**src/rtl/conv3x3_sched_if.sv**
```systemverilog
// rtl/conv3x3_sched_if.sv - pixel stream, window and result bundle for the 3x3 convolution scheduler
interface conv3x3_sched_if #(
    parameter int CNT_W = 20
);
    logic             start;
    logic [31:0]      pix_in;
    logic             pix_valid;
    logic             pix_ready;
    logic [287:0]     win_data;
    logic             win_valid;
    logic             res_valid;
    logic [31:0]      res_data;
    logic             out_valid;
    logic [31:0]      out_data;
    logic [CNT_W-1:0] out_addr;
    logic             busy;
    logic             done;

    modport master (
        output start, pix_in, pix_valid, res_valid, res_data,
        input  pix_ready, win_data, win_valid, out_valid, out_data, out_addr, busy, done
    );

    modport slave (
        input  start, pix_in, pix_valid, res_valid, res_data,
        output pix_ready, win_data, win_valid, out_valid, out_data, out_addr, busy, done
    );
endinterface

```
**src/rtl/conv3x3_sched.sv**
```systemverilog
// rtl/conv3x3_sched.sv - raster pixel stream to 3x3 windows, filter results back to indexed output
module conv3x3_sched #(
    parameter int IMG_W = 28,
    parameter int IMG_H = 28,
    parameter int CNT_W = 20
) (
    input  logic            clk,
    input  logic            rst,
    conv3x3_sched_if.slave  bus
);
    localparam int COL_W = $clog2(IMG_W);
    localparam int ROW_W = $clog2(IMG_H);
    localparam logic [CNT_W-1:0] N_RES   = CNT_W'((IMG_W - 2) * (IMG_H - 2));
    localparam logic [COL_W-1:0] COL_MAX = COL_W'(IMG_W - 1);
    localparam logic [ROW_W-1:0] ROW_MAX = ROW_W'(IMG_H - 1);

    typedef enum logic [1:0] {IDLE, STREAM, DRAIN, DONE} state_t;

    state_t           state;
    logic [COL_W-1:0] col;
    logic [ROW_W-1:0] row;
    logic [CNT_W-1:0] res_cnt;
    logic             pix_ready_r;
    logic             win_valid_r;
    logic             out_valid_r;
    logic [31:0]      out_data_r;
    logic [CNT_W-1:0] out_addr_r;
    logic             busy_r;
    logic             done_r;

    // lb1 holds row r-1, lb2 holds row r-2, both indexed by column
    logic [31:0] lb1 [IMG_W];
    logic [31:0] lb2 [IMG_W];
    // window element k = 3*row + col, row 0 oldest line, col 2 newest pixel
    logic [31:0] win [9];

    logic accept;
    logic last_pix;
    logic res_take;

    assign accept   = bus.pix_valid && pix_ready_r;
    assign last_pix = accept && (col == COL_MAX) && (row == ROW_MAX);
    assign res_take = bus.res_valid && ((state == STREAM) || (state == DRAIN));

    always_ff @(posedge clk) begin
        if (accept) begin
            lb2[col] <= lb1[col];
            lb1[col] <= bus.pix_in;
        end
    end

    always_ff @(posedge clk or posedge rst) begin
        if (rst) begin
            state       <= IDLE;
            col         <= '0;
            row         <= '0;
            res_cnt     <= '0;
            pix_ready_r <= 1'b0;
            win_valid_r <= 1'b0;
            out_valid_r <= 1'b0;
            out_data_r  <= '0;
            out_addr_r  <= '0;
            busy_r      <= 1'b0;
            done_r      <= 1'b0;
            for (int k = 0; k < 9; k++) begin
                win[k] <= '0;
            end
        end else begin
            win_valid_r <= 1'b0;
            out_valid_r <= 1'b0;

            if (accept) begin
                for (int i = 0; i < 3; i++) begin
                    win[3*i]   <= win[3*i+1];
                    win[3*i+1] <= win[3*i+2];
                end
                win[2] <= lb2[col];
                win[5] <= lb1[col];
                win[8] <= bus.pix_in;
                win_valid_r <= (row >= ROW_W'(2)) && (col >= COL_W'(2));
                if (col == COL_MAX) begin
                    col <= '0;
                    row <= row + ROW_W'(1);
                end else begin
                    col <= col + COL_W'(1);
                end
            end

            if (res_take) begin
                out_valid_r <= 1'b1;
                out_data_r  <= bus.res_data;
                out_addr_r  <= res_cnt;
                res_cnt     <= res_cnt + CNT_W'(1);
            end

            case (state)
                IDLE: begin
                    done_r <= 1'b0;
                    if (bus.start) begin
                        state       <= STREAM;
                        col         <= '0;
                        row         <= '0;
                        res_cnt     <= '0;
                        pix_ready_r <= 1'b1;
                        busy_r      <= 1'b1;
                    end
                end
                STREAM: begin
                    if (last_pix) begin
                        state       <= DRAIN;
                        pix_ready_r <= 1'b0;
                    end
                end
                DRAIN: begin
                    if (res_cnt == N_RES) begin
                        state  <= DONE;
                        busy_r <= 1'b0;
                        done_r <= 1'b1;
                    end
                end
                DONE: begin
                    state  <= IDLE;
                    done_r <= 1'b0;
                end
                default: state <= IDLE;
            endcase
        end
    end

    always_comb begin
        bus.win_data = '0;
        for (int k = 0; k < 9; k++) begin
            bus.win_data[32*k +: 32] = win[k];
        end
    end

    assign bus.pix_ready = pix_ready_r;
    assign bus.win_valid = win_valid_r;
    assign bus.out_valid = out_valid_r;
    assign bus.out_data  = out_data_r;
    assign bus.out_addr  = out_addr_r;
    assign bus.busy      = busy_r;
    assign bus.done      = done_r;
endmodule
```
**src/flat_wrapper.sv**
```systemverilog
// flat-port wrapper written by rule: the top's interface ports become plain ports
module conv3x3_sched_flat 
#(
    parameter int IMG_W = 28,
    parameter int IMG_H = 28,
    parameter int CNT_W = 20
)
  (clk, rst, bus_start, bus_pix_in, bus_pix_valid, bus_res_valid, bus_res_data, bus_pix_ready, bus_win_data, bus_win_valid, bus_out_valid, bus_out_data, bus_out_addr, bus_busy, bus_done);
  conv3x3_sched_if #(.CNT_W(CNT_W)) bus_i ();
  input  logic clk;
  input  logic rst;
  input wire logic [$bits(bus_i.start)-1:0] bus_start;
  input wire logic [$bits(bus_i.pix_in)-1:0] bus_pix_in;
  input wire logic [$bits(bus_i.pix_valid)-1:0] bus_pix_valid;
  input wire logic [$bits(bus_i.res_valid)-1:0] bus_res_valid;
  input wire logic [$bits(bus_i.res_data)-1:0] bus_res_data;
  output wire logic [$bits(bus_i.pix_ready)-1:0] bus_pix_ready;
  output wire logic [$bits(bus_i.win_data)-1:0] bus_win_data;
  output wire logic [$bits(bus_i.win_valid)-1:0] bus_win_valid;
  output wire logic [$bits(bus_i.out_valid)-1:0] bus_out_valid;
  output wire logic [$bits(bus_i.out_data)-1:0] bus_out_data;
  output wire logic [$bits(bus_i.out_addr)-1:0] bus_out_addr;
  output wire logic [$bits(bus_i.busy)-1:0] bus_busy;
  output wire logic [$bits(bus_i.done)-1:0] bus_done;
  assign bus_i.start = bus_start;
  assign bus_i.pix_in = bus_pix_in;
  assign bus_i.pix_valid = bus_pix_valid;
  assign bus_i.res_valid = bus_res_valid;
  assign bus_i.res_data = bus_res_data;
  assign bus_pix_ready = bus_i.pix_ready;
  assign bus_win_data = bus_i.win_data;
  assign bus_win_valid = bus_i.win_valid;
  assign bus_out_valid = bus_i.out_valid;
  assign bus_out_data = bus_i.out_data;
  assign bus_out_addr = bus_i.out_addr;
  assign bus_busy = bus_i.busy;
  assign bus_done = bus_i.done;
  conv3x3_sched #(.IMG_W(IMG_W), .IMG_H(IMG_H), .CNT_W(CNT_W)) u_core (.clk(clk), .rst(rst), .bus(bus_i));
endmodule
```
**config.mk**
```make
export PLATFORM = sky130hd
export DESIGN_NAME = conv3x3_sched_flat
export DESIGN_NICKNAME = d
export VERILOG_FILES = /design/src/rtl/conv3x3_sched_if.sv /design/src/rtl/conv3x3_sched.sv /design/src/flat_wrapper.sv
export SDC_FILE = /design/constraint.sdc
export NUM_CORES = 2
export LEC_CHECK = 0
export CAP_MARGIN = 20
export CORE_MARGIN = 1
export CORE_UTILIZATION = 30
export CTS_BUF_LIST = sky130_fd_sc_hd__clkbuf_8
export DETAILED_ROUTE_END_ITERATION = 10
export MAX_ROUTING_LAYER = met4
export PLACE_DENSITY = 0.46
export SYNTH_ARGS = -nofsm -noshare
export SYNTH_HDL_FRONTEND = slang
export SYNTH_SLANG_ARGS = --single-unit
```
**constraint.sdc**
```tcl
create_clock -name clk -period 17.61 [get_ports clk]
set_input_delay 2.6415 -clock clk [delete_from_list [all_inputs] [get_ports clk]]
set_output_delay 2.6415 -clock clk [all_outputs]
set_load 0.01 [all_outputs]
```
# After elaboration in Yosys (flattened, before gate mapping)
# Memories as Yosys holds them, arrays and structs flattened. A register that Yosys moved wholly into a read port is not among the register bits.
# Cells that the tools add are included.
[totals]
register_bits = 345
mem_bits_rw = 1792
inputBits = 69
out_inout_bits = 345
wordCells = 76
mem_count = 2
[classes]
n_addsub = 3
magnitude_cmp = 2
n_eq_ne = 9
muxes = 26
n_reduce_logical = 15
[mem_list]
columns = ["name", "words", "width", "read_ports", "rd_clocked_by_memory_dff", "write_ports", "line_no", "source"]
rows = [
  ["u_core.lb1", 28, 32, 1, 0, 1, "conv3x3_sched.sv:32", "logic [31:0] lb1 [IMG_W];"],
  ["u_core.lb2", 28, 32, 1, 1, 1, "conv3x3_sched.sv:33", "logic [31:0] lb2 [IMG_W];"],
]
[op_table]
columns = ["operator", "count"]
rows = [
  ["2-to-1 mux 20 bit", 3],
  ["2-to-1 mux 5 bit", 8],
  ["adder 20 x 1 -> 20 bit, second input constant", 1],
  ["equality test 20 x 10 -> 1 bit, second input constant", 1],
  ["adder 5 x 1 -> 5 bit, second input constant", 2],
  ["equality test 5 bit, second input constant", 2],
  ["greater-or-equal comparator 5 x 2 -> 1 bit, second input constant", 2],
  ["AND reduction 3 bit", 3],
  ["2-to-1 mux 1 bit", 8],
  ["case mux 2 bit (4 select lines)", 1],
  ["2-to-1 mux 2 bit", 3],
  ["case mux 1 bit (2 select lines)", 3],
  ["nonzero test 2 bit", 3],
  ["logical AND 1 bit", 5],
  ["equality test 2 bit, second input constant", 2],
  ["inequality test 2 bit, second input constant", 2],
  ["equality test 2 x 1 -> 1 bit, second input constant", 1],
  ["zero test 2 bit", 1],
  ["inequality test 2 x 1 -> 1 bit, second input constant", 1],
  ["AND reduction 2 bit", 1],
  ["OR reduction 2 bit", 1],
  ["logical OR 1 bit", 1],
]

# Logic depth before layout (Yosys ltp)
[depth]
word_depth = 6
depth_mapped = 11
ltp_nobuf = 7

# Least setup slack after synthesis
# No wires, ideal clock.
[synth_timing]
kind = "input-to-reg"
from = "in bus_pix_valid"
to = "mem u_core.lb1[0][0], enable pin"
setup_time_ns = 0.487
t_arrival_ns = 6.152
required_ns = 17.123
setup_slack_ns = 10.972
stages = 5
path_buffers = 2
path_cell_list = "and2_1 -> clkbuf_1 -> clkbuf_1 -> nand2_1 -> nor2_1"
[synth_via]
elab_chain_len = 3
[synth_rtl]
columns = ["element", "line_no", "source"]
rows = [
  ["start, declared", "flat_wrapper.sv:14", "input wire logic [$bits(bus_i.pix_valid)-1:0] bus_pix_valid;"],
  ["logical AND 1 bit", "conv3x3_sched.sv:41", "assign accept = bus.pix_valid && pix_ready_r;"],
  ["2-to-1 mux 1 bit", "conv3x3_sched.sv:46", "if (accept) begin"],
  ["2-to-1 mux 1 bit (not written as such)", "conv3x3_sched.sv:48", "lb1[col] <= bus.pix_in;"],
  ["end, declared", "conv3x3_sched.sv:32", ""],
]
# No other way between the ends.

# Final worst setup path
[layout_timing]
from = "reg u_core.col[1]"
to = "reg u_core.win, in the netlist u_core.bus.win_data[172] (read register of u_core.lb1)"
[layout_via]
elab_chain_len = 1
[layout_rtl]
columns = ["element", "line_no", "source"]
rows = [
  ["start, declared", "conv3x3_sched.sv:20", "logic [COL_W-1:0] col;"],
  ["start signal, assigned", "conv3x3_sched.sv:85", "col <= col + COL_W'(1);"],
  ["memory read (28 x 32 bit)", "-", ""],
  ["end, declared", "conv3x3_sched.sv:35", "logic [31:0] win [9];"],
]
# No other way between the ends.
# A chain may end at the register's enable or synchronous reset.

==> flow_metrics.env <==
export IMPL_synth_top_cell_by_area="edfxtp_1"
export IMPL_timing_critical_path_slowest_stage_cell="dfrtp_4"
export IMPL_port_buffers=413
export IMPL_antenna_violations_before_repair=15
export IMPL_post_synth_instance_area_mm2=0.08263
export IMPL_detailedRoute_firstPassIterationCount=5
export IMPL_route_detailed_wl_per_inst_um=27.78
export IMPL_layout_min_cycle_time_ns=6.677
export IMPL_crit_path_category="flop to flop"
export IMPL_synth_top_family_by_area="multiplexers"
export IMPL_most_used_flip_flop_cell_after_synthesis="edfxtp_1"
export IMPL_min_period_over_period=0.3792
export IMPL_final_hold_violation_count=0
export IMPL_holdCritStartpoint="u_core.bus.win_data[11]"
export IMPL_max_cap_viol_count=0
export IMPL_die_width_um=526.8
export IMPL_clock_sink_count=2169
export IMPL_drt_total_wl_mm=259.2
export IMPL_skew_ns=0.09920
export IMPL_synth_net_count=4818
export IMPL_tritoncts_clock_tree="yes"
export IMPL_setup_tns_ns=0
export IMPL_critical_path_max_stage_delay_ns=0.92
export IMPL_first_global_vias=46630
export IMPL_post_route_worst_hold_slack_ns=0.4723
export IMPL_netlist_top_cells_count="1,792 x edfxtp_1, 902 x nand2_1, 380 x mux2i_1"
export IMPL_number_of_buffer_and_inverter_instances_along_the_worst_setup_path=4
export IMPL_drt_via_density=4.931
export IMPL_crit_path_end_kind="flop"
export IMPL_grt_overflow=0
export IMPL_root_buffer="clkbuf_8"
export IMPL_worstSkewPairLatency_ns=1.10
export IMPL_final_layout_size_suffix_gt1_frac=0.1756
export IMPL_via_count=46000
export IMPL_route_detailed_drc=0
export IMPL_timing_hold_worst_class="flop to flop"
export IMPL_crit_arrival_ns=7.61
export IMPL_post_cts_setup_buffers=0
export IMPL_synth_most_common_cell="edfxtp_1"
export IMPL_crit_chain="buf_4 -> buf_4 -> buf_4 -> buf_4 -> mux4_2 -> a22oi_1 -> nand3_2 -> mux2_4"
export IMPL_yosys_cell_types_count=69
export IMPL_synth_mux_area_frac=0.1205
export IMPL_power_leakage_nw=33.74
export IMPL_status="finished clean"
export IMPL_detail_route_iter0_violations=4356
export IMPL_deepest_clock_path_buffer_count=4
export IMPL_path_clk_slew_ns=0.06
export IMPL_placeableCoreArea_mm2=0.2739
export IMPL_final_antenna_net_count=0
export IMPL_seq_area_frac_synth=0.7654
export IMPL_synth_compound_area_frac=0.03403
export IMPL_track_usage=0.1891
export IMPL_cpLargestDelayFamily="buffers and inverters"
export IMPL_place_gp_congestion=0.7736
export IMPL_final_net_count=5522
export IMPL_dp_hpwl_mm=151.9
export IMPL_critPathLaunch="u_core.col[1]"
export IMPL_die_y_um=526.8
export IMPL_cts_hold_repair_buffers=0
export IMPL_synthAdderAreaFrac=0.001817
export IMPL_grt_max_degree=145
export IMPL_yosysWarningCount=0
export IMPL_synth_enable_flop_cells=1792
export IMPL_worst_tran_pin_value_ns=1.374
export IMPL_syn_avg_cell_area_um2=17.44
export IMPL_synth_seq_cells=2169
export IMPL_power_density_mw_per_mm2=101.0
export IMPL_timing_final_max_slew_violations=0
export IMPL_synthXorXnorAreaFrac=0.002756
export IMPL_cts_resized=0
export IMPL_maximum_fanout_count_along_the_critical_path=52
export IMPL_crit_top_cell="buf_4"
export IMPL_ff2ff_setup_slack_ns=10.93
export IMPL_ctsHtreeMaxLevel=5
export IMPL_cp_start_kind="flop"
export IMPL_layout_core_utilization=0.3606
export IMPL_tritoncts_num_buffers=382
export IMPL_grt_first_pass_wirelength_mm=363.8
export IMPL_dieArea_mm2=0.2775
export IMPL_setup_violations_final=0
export IMPL_floorplan_rows=192
export IMPL_synth_async_sr_flop_share=0.1738
export IMPL_cp_required_ns=18.54
export IMPL_regToRegStartpoint="u_core.col[1]"
export IMPL_floorplan_initialDensity=0.3017
export IMPL_io_pins=414
export IMPL_synth_area_top_cells="edfxtp_1 65%, dfrtp_1 11%, mux4_2 6.6%, mux2i_1 4.6%, nand2_1 4.1%"
export IMPL_peak_supply_drop_v=0.00005238
export IMPL_maxClockFrequency_mhz=149.8
export IMPL_synth_top_cell_area_share=0.6513
export IMPL_rsz_0062_raised_after_global_routing="false"
export IMPL_syn_instance_count=4737
export IMPL_synth_simple_gate_area_frac=0.05854
export IMPL_flow_area_growth_from_synthesis_pct=19.53
export IMPL_worst_slew_margin_rel=0.08390
cells in the final DEF, fill, tap and decap left out, types with 12 or more instances in the layout:
cell type,count
clkinv_1,78
nor2_4,24
nor3_1,27
xor2_1,12
a21oi_1,19
mux4_2,243
clkinv_2,38
buf_4,137
dfrtp_1,373
nand3_1,17
a22oi_1,59
mux2i_1,380
a31oi_1,51
mux2_2,44
clkbuf_8,409
inv_1,149
nor4_1,26
o22ai_1,158
a221oi_1,15
edfxtp_1,1792
and3_1,15
xnor2_1,14
o21ai_0,16
clkdlybuf4s50_1,412
nand2_1,899
ha_1,12
a22o_1,34
nor2_1,83
path summary, 6_finish.rpt:
check	cells after the start	end
hold / removal	2	u_core.bus.win_data[11]
hold reg to reg	2	u_core.bus.win_data[11]
max in group asynchronous	4	u_core.bus.win_data[17]
setup / recovery	8	u_core.bus.win_data[172]
min in group asynchronous	2	u_core.bus.out_data[25]
setup reg to reg	8	u_core.bus.win_data[172]
worst min-delay path, stage by stage (launching register included):
cell and delay, ns:
dfrtp_1 0.34, nand2_1 0.05, nand2_1 0.06
layout make-up:
class / instances / area (um2)
flip-flops and latches: 2169 / 63260
clock inverters: 269 / 1242
inverters: 14 / 60.06
fillers: 25850 / 175100
diodes: 4 / 10.01
well taps: 3589 / 4491
multi-input cells: 2296 / 18300
repair buffers: 578 / 5781
clock buffers: 409 / 5629
metrics by stage:
step / cells / worst slack, ns / instance area, um2 / power (mW)
2_1_floorplan: 4737 / 4.496 / 82630 / 5.708
3_3_place_gp: 8623 / 9.885 / 91360 / 5.815
3_5_place_dp: 8630 / 9.799 / 91510 / 5.820
4_1_cts: 9308 / 10.70 / 98380 / 10.10
5_1_grt: 9328 / 10.60 / 98760 / 10.33
6_report: 9328 / 10.93 / 98760 / 9.979
power by group:
| part | internal [mW] | switching, mW | leakage, nW |
|---|---|---|---|
| sequential | 5.54 | 0.0185 | 21.3 |
| combinational | 0.0553 | 0.0987 | 8.42 |
| clock | 2.21 | 2.06 | 4.05 |
logic make-up after synthesis:
family | after synthesis
flops | 2169
compound gates | 409
xor+xnor | 26
mux | 680
simple gates | 1169
buf+inv | 272
fa+ha+maj | 12
sequential cells by signal, summed over array words and instances, names as in the netlist, 5 cells and up:
signal,flops
u_core.bus.out_addr,20
u_core.bus.out_data,32
u_core.bus.win_data,288
u_core.col,5
u_core.lb1,896
u_core.lb2,896
u_core.res_cnt,20
u_core.row,5
routing by layer:
layer	wire, um	up-vias	global-route usage
li1	-	19730	-
met5	0	-	-
met2	121300	1550	0.2920
met4	4318	0	0.04016
met3	14660	319	0.03089
met1	118900	24400	0.2621
(Power assumes the default switching activity.)
